===== config.mk =====
export PLATFORM = sky130hd
export DESIGN_NAME = teclado_atm
export DESIGN_NICKNAME = d
export VERILOG_FILES = /design/src/rtl/teclado_atm.sv
export SDC_FILE = /design/constraint.sdc
export NUM_CORES = 1
export LEC_CHECK = 0
export BUFFER_PORTS_ARGS = -buffer_cell sky130_fd_sc_hd__buf_2
export CORE_UTILIZATION = 67
export CTS_BUF_LIST = sky130_fd_sc_hd__clkbuf_4 sky130_fd_sc_hd__clkbuf_8
export CTS_CLUSTER_SIZE = 30
export DETAILED_ROUTE_END_ITERATION = 16
export MAX_ROUTING_LAYER = met4
export PLACE_DENSITY = 0.88
export SLEW_MARGIN = 5
export SYNTH_ARGS = -nofsm -noshare
export SYNTH_HDL_FRONTEND = slang
export SYNTH_SLANG_ARGS = --single-unit

===== constraint.sdc =====
create_clock -name clk -period 11.1 [get_ports clk]
set_input_delay 0.555 -clock clk [delete_from_list [all_inputs] [get_ports clk]]
set_output_delay 0.555 -clock clk [all_outputs]
set_load 0.01 [all_outputs]

===== src/rtl/teclado_atm.sv =====
// Keypad front-end for the ATM: debounces raw key levels into single events,
// forwards PIN digits and accumulates decimal amounts.
module teclado_atm #(
  parameter int DEBOUNCE = 4,
  parameter int MAX_DIG  = 9
) (
  input  logic        clk,
  input  logic        rst,
  input  logic [3:0]  tecla,
  input  logic        tecla_valida,
  input  logic        fase_monto,
  output logic [3:0]  digito,
  output logic        digito_stb,
  output logic [31:0] monto,
  output logic        monto_stb,
  output logic [3:0]  cuenta_dig
);

  localparam logic [3:0] DEB_M1   = 4'(DEBOUNCE - 1);
  localparam logic [3:0] MAXD     = 4'(MAX_DIG);
  localparam logic [3:0] K_BORRAR = 4'hA;
  localparam logic [3:0] K_ACEPT  = 4'hB;

  typedef enum logic [1:0] {IDLE, FILTRO, PRESIONADA, LIBERANDO} est_t;

  est_t        est_q, est_d;
  logic [3:0]  cnt_q, cnt_d;
  logic [3:0]  cod_q, cod_d;
  logic        evento;

  logic        fase_q;
  logic [31:0] acc_q, acc_d;
  logic [3:0]  ndig_q, ndig_d;
  logic [3:0]  digito_q, digito_d;
  logic        dstb_q, dstb_d;
  logic [31:0] monto_q, monto_d;
  logic        mstb_q, mstb_d;

  logic        cambio;
  logic        es_digito;
  logic [31:0] acc_base;
  logic [3:0]  ndig_base;

  // Debounce filter: counter runs up toward DEBOUNCE on both press and release.
  always_comb begin
    est_d  = est_q;
    cnt_d  = cnt_q;
    cod_d  = cod_q;
    evento = 1'b0;
    case (est_q)
      IDLE: begin
        if (tecla_valida) begin
          est_d = FILTRO;
          cod_d = tecla;
          cnt_d = 4'd1;
        end
      end
      FILTRO: begin
        if (!tecla_valida) begin
          est_d = IDLE;
          cnt_d = 4'd0;
        end else if (tecla != cod_q) begin
          cod_d = tecla;
          cnt_d = 4'd1;
        end else if (cnt_q == DEB_M1) begin
          evento = 1'b1;
          est_d  = PRESIONADA;
          cnt_d  = 4'd0;
        end else begin
          cnt_d = cnt_q + 4'd1;
        end
      end
      PRESIONADA: begin
        if (!tecla_valida) begin
          est_d = LIBERANDO;
          cnt_d = 4'd1;
        end
      end
      LIBERANDO: begin
        if (tecla_valida) begin
          est_d = PRESIONADA;
          cnt_d = 4'd0;
        end else if (cnt_q == DEB_M1) begin
          est_d = IDLE;
          cnt_d = 4'd0;
        end else begin
          cnt_d = cnt_q + 4'd1;
        end
      end
      default: begin
        est_d = IDLE;
        cnt_d = 4'd0;
      end
    endcase
  end

  // A phase flip wipes the accumulator first; a same-cycle event then sees the cleared value.
  assign cambio    = fase_monto ^ fase_q;
  assign es_digito = (cod_q <= 4'd9);
  assign acc_base  = cambio ? 32'd0 : acc_q;
  assign ndig_base = cambio ? 4'd0  : ndig_q;

  always_comb begin
    acc_d    = acc_base;
    ndig_d   = ndig_base;
    digito_d = digito_q;
    monto_d  = monto_q;
    dstb_d   = 1'b0;
    mstb_d   = 1'b0;
    if (evento) begin
      if (!fase_monto) begin
        if (es_digito) begin
          digito_d = cod_q;
          dstb_d   = 1'b1;
        end
      end else if (es_digito) begin
        if (ndig_base < MAXD) begin
          acc_d  = acc_base * 32'd10 + {28'd0, cod_q};
          ndig_d = ndig_base + 4'd1;
        end
      end else if (cod_q == K_BORRAR) begin
        acc_d  = 32'd0;
        ndig_d = 4'd0;
      end else if (cod_q == K_ACEPT && ndig_base != 4'd0) begin
        monto_d = acc_base;
        mstb_d  = 1'b1;
        acc_d   = 32'd0;
        ndig_d  = 4'd0;
      end
    end
  end

  always_ff @(posedge clk or negedge rst) begin
    if (!rst) begin
      est_q    <= IDLE;
      cnt_q    <= 4'd0;
      cod_q    <= 4'd0;
      fase_q   <= 1'b0;
      acc_q    <= 32'd0;
      ndig_q   <= 4'd0;
      digito_q <= 4'd0;
      dstb_q   <= 1'b0;
      monto_q  <= 32'd0;
      mstb_q   <= 1'b0;
    end else begin
      est_q    <= est_d;
      cnt_q    <= cnt_d;
      cod_q    <= cod_d;
      fase_q   <= fase_monto;
      acc_q    <= acc_d;
      ndig_q   <= ndig_d;
      digito_q <= digito_d;
      dstb_q   <= dstb_d;
      monto_q  <= monto_d;
      mstb_q   <= mstb_d;
    end
  end

  assign digito     = digito_q;
  assign digito_stb = dstb_q;
  assign monto      = monto_q;
  assign monto_stb  = mstb_q;
  assign cuenta_dig = ndig_q;

endmodule


# [Word level (Yosys, flattened, before mapping)]
# Index checks and enable logic that the tools add are counted.
[classes] n_addsub=3 multipliers=1 order_cmp=2 eq_ne=14 muxes=45 bitwise=4 reduce_logical=9
[ops] cell="$mux W32" count=7
[ops] cell="$mux W4" count=16
[ops] cell="$add A32 B4 Y32" count=1
[ops] cell="$mul A32 B3 Y31 const B" count=1
[ops] cell="$pmux W4 S4" count=1
[ops] cell="$mux W2" count=7
[ops] cell="$mux W1" count=12
[ops] cell="$reduce_and A5 Y1" count=2
[ops] cell="$ne A3 B3 Y1 const B" count=3
[ops] cell="$add A4 B1 Y4 const B" count=2
[ops] cell="$eq A4 B4 Y1 const B" count=2
[ops] cell="$ne A2 B2 Y1 const B" count=4
[ops] cell="$pmux W2 S4" count=1
[ops] cell="$pmux W4 S2" count=1
[ops] cell="$eq A2 B2 Y1 const B" count=2
[ops] cell="$eq A4 B2 Y1 const B" count=1
[ops] cell="$le A4 B4 Y1 const B" count=1
[ops] cell="$lt A4 B4 Y1 const B" count=1
[ops] cell="$ne A4 B4 Y1" count=1
[ops] cell="$reduce_and A4 Y1" count=1
[ops] cell="$reduce_bool A4 Y1" count=1
[ops] cell="$not A1 Y1" count=3
[ops] cell="$reduce_and A3 Y1" count=1
[ops] cell="$eq A2 B1 Y1 const B" count=1
[ops] cell="other kinds (5)" count=5
[word_totals] ff_bits=85 input_bits=8 output_inout_bits=42 elab_cells=88

# [Logic depth before layout (Yosys ltp)]
# Gate-level depths: netlist of run 1.
[logic_depth] word_depth=9 ltp_mapped=18 ltp_nobuf=14

# [Worst setup path before layout of run 1]
# Ideal clock, no wire load.
[synth_path] path_kind="in2reg" from="input fase_monto" to="register acc_q[26]" setup_ns=0.069 arrival_ns=4.367 required_time_ns=11.031 slack_ns=6.664 cell_stages=17 path_buffers=4 path_cell_list="xnor2_1 -> clkbuf_1 -> clkbuf_1 -> and2_1 -> ha_1 -> ha_1 -> buf_6 -> a21oi_1 -> a21boi_1 -> a311oi_4 -> nor2_1 -> a311oi_2 -> nand4_1 -> or4_1 -> buf_2 -> or4_1 -> nand3_1"
[synth_via] elab_cells_between_ends=14
[synth_lines] item="start, declared" line_no="11" source="input logic fase_monto,"
[synth_lines] item="$xor A1 B1 Y1" line_no="98" source="assign cambio = fase_monto ^ fase_q;"
[synth_lines] item="$mux W32" line_no="100" source="assign acc_base = cambio ? 32'd0 : acc_q;"
[synth_lines] item="net acc_base[14]" line_no="41" source="logic [31:0] acc_base;"
[synth_lines] item="$mul A32 B3 Y31" line_no="118" source="acc_d = acc_base * 32'd10 + {28'd0, cod_q};"
[synth_lines] item="$add A32 B4 Y32" line_no="118"
[synth_lines] item="$mux W32" line_no="117" source="if (ndig_base < MAXD) begin"
[synth_lines] item="$mux W32" line_no="116" source="end else if (es_digito) begin"
[synth_lines] item="$mux W32" line_no="111" source="if (!fase_monto) begin"
[synth_lines] item="$mux W32" line_no="110" source="if (evento) begin"
[synth_lines] item="net acc_d[26]" line_no="32" source="logic [31:0] acc_q, acc_d;"
[synth_lines] item="end signal, assigned" line_no="139" source="acc_q <= 32'd0;"
[synth_lines] item="end signal, assigned" line_no="150" source="acc_q <= acc_d;"
[synth_lines] item="end, declared" line_no="32"
# The timed path passes the listed nets, and every way through them passes these cells.
# A chain may end at the register's enable or synchronous reset.

# [Worst setup path in the final report of run 1]
[layout_path] from="register fase_q" to="register acc_q[30]"
[layout_via] elab_cells_between_ends=14
[layout_lines] item="start, declared" line_no="31" source="logic fase_q;"
[layout_lines] item="start signal, assigned" line_no="149" source="fase_q <= fase_monto;"
[layout_lines] item="$xor A1 B1 Y1" line_no="98"
[layout_lines] item="$mux W32" line_no="100"
[layout_lines] item="net acc_base[16]" line_no="41"
[layout_lines] item="$mul A32 B3 Y31" line_no="118"
[layout_lines] item="$add A32 B4 Y32" line_no="118"
[layout_lines] item="$mux W32" line_no="117"
[layout_lines] item="$mux W32" line_no="116"
[layout_lines] item="$mux W32" line_no="111"
[layout_lines] item="$mux W32" line_no="110"
[layout_lines] item="net acc_d[30]" line_no="32"
# The timed path passes the listed nets, and every way through them passes these cells.

==> impl_metrics.json, run 1 <==
{
  "post-route-drc-count": 0,
  "ir_drop_mv": 0.0565,
  "drt_pre_antenna_iters": 5,
  "fillers": 652,
  "grt_pass1_vias": 5469,
  "nets": 822,
  "period_share_pct": 45.1,
  "synth_top_area_cell": "dfrtp_1",
  "synthCells": 730,
  "numClockSinks": 85,
  "h-tree-depth": 3,
  "cts_tree": "built",
  "syn_to_final_growth_pct": 7.84,
  "grt_antenna_before_repair": 0,
  "reg2regPathDepth": 15,
  "grt_util_all_layers_pct": 35.7,
  "avgSynthCellArea_um2": 8.76,
  "regArea_um2": 2130,
  "end_kind": "flip-flop",
  "drtAntennaViolNets": 0,
  "start_util_pct": 69.2,
  "rr_startpoint": "fase_q$_DFF_PN0_",
  "status": "completed",
  "port_buffers": 49,
  "max_slew_margin_pct": 22.9,
  "clockRootBuffer": "clkbuf_8",
  "clk_latency_ps": 380,
  "drv_cap": 0,
  "clkTransAtPathRegs_ps": 110,
  "synth_cell_types": 60,
  "yosysWarningCount": 0,
  "finalHoldViolCount": 0,
  "worstSetupPathType": "flip-flop to flip-flop",
  "fin_area_um2": 6900,
  "slew_viol_final": 0,
  "routed_wl_um": 16600,
  "viasPerCell": 6.31,
  "critPathLaunchType": "flip-flop",
  "rows": 35,
  "path_max_fanout": 47,
  "r2r-end": "acc_q[30]$_DFF_PN0_",
  "leakagePower_uw": 0.00340,
  "vias": 5649,
  "multi_input_area_um2": 4090,
  "finalCriticalPeriod_ps": 5010,
  "core_area_um2": 9240,
  "drt_iter0_drc": 336,
  "syn-num-nets": 791,
  "tns_ps": 0,
  "place_congestion": 1.00,
  "r2r_slack_ps": 6090,
  "io_pins": 50,
  "yosysTopAreaCellShare_pct": 33.3,
  "ys_seq_elements": 85,
  "synth_area_leaders": "dfrtp_1, ha_1, nand2_1, xnor2_1, o21ai_0",
  "skew_ps": 21.7,
  "grt_pass1_wl_um": 26800,
  "drive_above_1_share_pct": 14.2,
  "numCtsBuffers": 9,
  "arrival_ps": 5260,
  "num_antenna_cells": 0,
  "post-route-util_pct": 74.7,
  "rsz0062_at_grt": "false",
  "gr-total-overflow": 0,
  "hold_class": "input port to async pin",
  "postPlaceCellArea_um2": 6690,
  "yosysSeqAreaShare_pct": 33.3,
  "tightest_slew_ps": 1160,
  "fmax_mhz": 200,
  "die_w_um": 99.7,
  "cts_max_path_buffers": 2,
  "dpl.hpwl_um": 12100,
  "async_flop_share_pct": 100,
  "grt_max_degree": 86,
  "post_cts_resized": 0,
  "cts_hold_repair.buffers": 0,
  "synth-edff-count": 0,
  "synthFlopType": "dfrtp_1",
  "setup_viol": 0,
  "fp.dieH_um": 99.7,
  "cts_setup_buffers": 0,
  "routedWlPerCell_um": 18.5,
  "syn_area_um2": 6400,
  "worstPathRequired_ps": 11350,
  "finalPower_uw": 652,
  "dieArea_um2": 9940,
  "power.density_nw_per_um2": 94.5
}
==> worst max-delay path, stage by stage (launching register included) <==
cell	delay, ps
dfrtp_1	430
xnor2_2	120
buf_4	410
nand2_1	190
inv_1	120
ha_1	230
ha_1	450
a211oi_1	400
o211ai_1	160
a221oi_1	340
nor2b_1	80
a221oi_1	860
nand4_1	340
nor3_1	440
and2b_1	190
o211ai_1	90
==> Yosys cell counts (all sizes together) (3+ instances only) <==
cell type and instances:
a311oi 3, nor2b 5, a21o 9, nand4 15
xnor2 36, nand2 102, and3 20, a21oi 35
a211oi 10, xor2 29, nand2b 8, nor4 7
or4 3, a22o 3, nor3 11, or3 3
and2 32, buf 8, nor2 47, dfrtp 85
mux2 25, nor3b 4, nand3 19, clkbuf 23
a31oi 5, o21bai 3, o21ai 67, o211ai 13
a41oi 6, o22ai 3, ha 51, a211o 3
inv 15
==> worst max-delay path by stage <==
stage	startpoint	end	cells after the start
global route	fase_q$_DFF_PN0_	acc_q[30]$_DFF_PN0_	14
finish	fase_q$_DFF_PN0_	acc_q[30]$_DFF_PN0_	15
CTS	fase_q$_DFF_PN0_	acc_q[30]$_DFF_PN0_	15
floorplan	fase_monto	acc_q[26]$_DFF_PN0_	17
detailed placement	fase_monto	acc_q[30]$_DFF_PN0_	15
global placement	fase_monto	acc_q[28]$_DFF_PN0_	15
==> metrics by stage <==
stage	hold slack [ps]	instances	setup slack (ps)
after floorplan	259	730	6660
after global routing	384	895	5820
after global placement	452	879	6170
after CTS	389	895	6300
after detailed placement	458	879	6080
final	356	895	6090
==> flip-flops by register name, summed over array words and instances, names as in the netlist, named ones only <==
name / flops
est_q: 1
monto_stb: 1
cod_q: 4
digito: 4
cuenta_dig: 4
fase_q: 1
monto: 32
digito_stb: 1
acc_q: 32
cnt_q: 4
==> kinds of logic after synthesis <==
logic type	count (synthesis)	share of synthesized area, %
XOR/XNOR	65	9.14
buffers and inverters	46	3.05
multiplexers	25	4.40
flip-flops	85	33.3
adder cells (fa/ha/maj)	53	10.6
AND/OR/NAND/NOR	282	22.0
AO/OA/AOI/OAI	174	17.5
==> power breakdown <==
| group | leakage (uW) | switching [uW] | internal, uW | total, uW |
|---|---|---|---|---|
| Sequential | 0.00117 | 18.2 | 321 | 339 |
| Clock | 0.000103 | 132 | 108 | 240 |
| Combinational | 0.00213 | 47.7 | 25.7 | 73.4 |
| Total | 0.00340 | 198 | 454 | 652 |
==> metal layers <==
layer,up-vias,track usage (%),wire (um),part of all wire [%]
met2,245,56.0,7670,46
li1,2682,-,-,-
met3,45,8.01,1380,8.3
met4,0,11.4,389,2.3
met5,-,-,0,0
met1,2677,45.8,7160,43
==> area by class of cell <==
| cell class | count | share of cell area (%) |
|---|---|---|
| well taps | 129 | 2.34 |
| inverters | 15 | 0.816 |
| repair buffers | 51 | 3.81 |
| clock inverters | 7 | 1.16 |
| flip-flops and latches | 85 | 30.8 |
| clock buffers | 9 | 1.80 |
| multi-input cells | 599 | 59.2 |
==> cells in the final DEF, fill, tap and decap left out, types with 16 or more instances in the layout <==
master | synthesis | final
a21oi_1 | 33 | 33
and2_1 | 32 | 32
and3_1 | 20 | 20
buf_2 | 6 | 48
dfrtp_1 | 85 | 85
ha_1 | 51 | 51
mux2_2 | 25 | 25
nand2_1 | 102 | 102
nand3_1 | 17 | 16
nor2_1 | 47 | 47
o21ai_0 | 61 | 61
xnor2_1 | 36 | 35
xor2_1 | 27 | 27
(Power assumes the default switching activity.)
==> run 2: changes to the inputs <==
--- a/config.mk
+++ b/config.mk
@@ -5,13 +5,14 @@
 export SDC_FILE = /design/constraint.sdc
 export NUM_CORES = 1
 export LEC_CHECK = 0
+export ABC_AREA = 1
 export BUFFER_PORTS_ARGS = -buffer_cell sky130_fd_sc_hd__buf_2
-export CORE_UTILIZATION = 67
+export CORE_UTILIZATION = 64
 export CTS_BUF_LIST = sky130_fd_sc_hd__clkbuf_4 sky130_fd_sc_hd__clkbuf_8
 export CTS_CLUSTER_SIZE = 30
 export DETAILED_ROUTE_END_ITERATION = 16
 export MAX_ROUTING_LAYER = met4
-export PLACE_DENSITY = 0.88
+export PLACE_DENSITY = 0.84
 export SLEW_MARGIN = 5
 export SYNTH_ARGS = -nofsm -noshare
 export SYNTH_HDL_FRONTEND = slang
==> constraint.sdc (replaced) <==
create_clock -name clk -period 4.9 [get_ports clk]
set_input_delay 0.245 -clock clk [delete_from_list [all_inputs] [get_ports clk]]
set_output_delay 0.245 -clock clk [all_outputs]
set_load 0.01 [all_outputs]
==> impl_metrics.json, run 2 <==
{
  "status": "completed",
  "grt_max_degree": 86,
  "synth_common_cells": "nand2_1, inv_1, nor2_1",
  "leakagePower_uw": 0.00453,
  "post-route-drc-count": 0,
  "layout_common_cells": "nand2_1, inv_1, nor2_1",
  "nets": 1315,
  "synth_area_leaders": "dfrtp_1, nand2_1, inv_1, ha_1, nor2_1",
  "drt_iter0_drc": 741,
  "postPlaceCellArea_um2": 7950,
  "critPathLaunchType": "flip-flop",
  "post_cts_resized": 0,
  "tightest_slew_ps": 1040,
  "yosysWarningCount": 0,
  "routed_wl_um": 20200,
  "synthFlopType": "dfrtp_1",
  "rows": 39,
  "max_slew_margin_pct": 30.8,
  "final_common_cell": "nand2_1",
  "synth-edff-count": 0,
  "slew_viol_final": 0,
  "io_pins": 50,
  "yosysTopAreaCellShare_pct": 28.1,
  "path_max_fanout": 21,
  "viasPerCell": 5.43,
  "clkTransAtPathRegs_ps": 80,
  "die_w_um": 111,
  "dpl.hpwl_um": 16100,
  "ys_seq_elements": 85,
  "syn_to_final_growth_pct": 7.80,
  "drv_cap": 0,
  "port_buffers": 49,
  "rsz0062_at_grt": "false",
  "core_area_um2": 11500,
  "syn_area_um2": 7560,
  "synth_top_area_cell": "dfrtp_1",
  "power.density_nw_per_um2": 187,
  "grt_antenna_before_repair": 0,
  "end_kind": "flip-flop",
  "clk_latency_ps": 370,
  "fmax_mhz": 227,
  "num_antenna_cells": 0,
  "worstPathRequired_ps": 5150,
  "cts_setup_buffers": 0,
  "tns_ps": 0,
  "hold_class": "input port to flip-flop",
  "grt_pass1_vias": 6878,
  "ir_drop_mv": 0.270,
  "fin_area_um2": 8150,
  "finalCriticalPeriod_ps": 4400,
  "drive_above_1_share_pct": 11.1,
  "arrival_ps": 4660,
  "h-tree-depth": 3,
  "worstSetupPathType": "flip-flop to flip-flop",
  "grt_util_all_layers_pct": 34.8,
  "synth_cell_types": 39,
  "synth_most_common_cell": "nand2_1",
  "cts_max_path_buffers": 2,
  "syn-num-nets": 1269,
  "avgSynthCellArea_um2": 6.26,
  "clockRootBuffer": "clkbuf_8",
  "gr-total-overflow": 0,
  "finalHoldViolCount": 0,
  "period_share_pct": 89.9,
  "start_util_pct": 65.9,
  "drt_pre_antenna_iters": 8,
  "drtAntennaViolNets": 0,
  "vias": 7611,
  "place_congestion": 0.986,
  "yosysSeqAreaShare_pct": 28.1,
  "grt_pass1_wl_um": 33200,
  "skew_ps": 13.5,
  "fillers": 1028,
  "numClockSinks": 85,
  "dieArea_um2": 12200,
  "synthCells": 1208,
  "cts_hold_repair.buffers": 0,
  "routedWlPerCell_um": 14.4,
  "setup_viol": 0,
  "numCtsBuffers": 9,
  "cts_tree": "built",
  "fp.dieH_um": 111,
  "async_flop_share_pct": 100
}
run 2: layer usage:
metal | part of all wire (%) | GRT usage, % | wire (um)
met5 | 0 | - | 0
met4 | 2.5 | 11.2 | 508
met3 | 7.2 | 5.41 | 1450
met2 | 45 | 53.3 | 9070
met1 | 45 | 47.3 | 9200
run 2: final timing paths:
kind	startpoint	endpoint	slack, ps	cells after the start
worst max-delay path	fase_q$_DFF_PN0_	acc_q[27]$_DFF_PN0_	500	22
worst min-delay path	fase_monto	fase_q$_DFF_PN0_	60	1
worst max register to register	fase_q$_DFF_PN0_	acc_q[27]$_DFF_PN0_	500	22
worst min register to register	monto[20]$_DFFE_PN0P_	monto[20]$_DFFE_PN0P_	470	2
max in group asynchronous	rst	monto[21]$_DFFE_PN0P_	4170	1
min in group asynchronous	rst	acc_q[5]$_DFF_PN0_	70	1
run 2: per-stage QoR:
| step | setup WS, ps | cells | utilization [%] | power [uW] | hold WS, ps |
|---|---|---|---|---|---|
| 6_report | 496 | 1402 | 71.1 | 1520 | 61.2 |
| 5_1_grt | 150 | 1402 | 71.1 | 1590 | 46.1 |
| 4_1_cts | 600 | 1402 | 71.1 | 1520 | 53.1 |
| 3_5_place_dp | 607 | 1386 | 69.3 | 1020 | 428 |
| 3_3_place_gp | 626 | 1386 | 69.3 | 1010 | 404 |
| 2_1_floorplan | 1190 | 1208 | - | 943 | -50.6 |
run 2: logic make-up (layout without fill, tap and decap cells):
logic type | Yosys count | count (layout) | share of synthesized area (%)
DFF | 85 | 85 | 28.1
AOI/OAI and AO/OA | 126 | 126 | 9.22
adders and majority gates | 53 | 53 | 8.97
xor gates and xnor gates | 22 | 22 | 2.55
buffers and inverters | 242 | 293 | 12.2
and+or+nand+nor | 680 | 680 | 39.0
run 2: critical path, stage by stage, from the launching register on:
cell and delay [ps]:
dfrtp_1 390, xnor2_1 140, buf_4 180, inv_1 540, buf_4 310, nor2_1 100
ha_1 300, ha_1 400, nand2_1 120, nor2_1 250, inv_1 70, nor2_1 170
nand4_1 190, nand4_1 140, nand2_1 120, nor2_1 160, nand2_1 150, nor2_1 160
nand3_1 110, nand2_1 80, nand3_1 80, nand2_1 80, nand2_1 40
run 2: cell type report:
class | count | area, um2 | share of cell area [%]
timing repair buffer | 56 | 300 | 3.69
clock inverter | 6 | 62.6 | 0.768
sequential | 85 | 2130 | 26.1
multi-input combinational | 881 | 4510 | 55.4
inverter | 221 | 830 | 10.2
clock buffer | 10 | 138 | 1.69
tap | 143 | 179 | 2.20
run 2: power by group:
group	internal, uW	total (uW)	switching (uW)	leakage [uW]
sequential	736	781	44.3	0.00117
combinational	64.9	226	161	0.00326
clock	249	516	267	0.000106
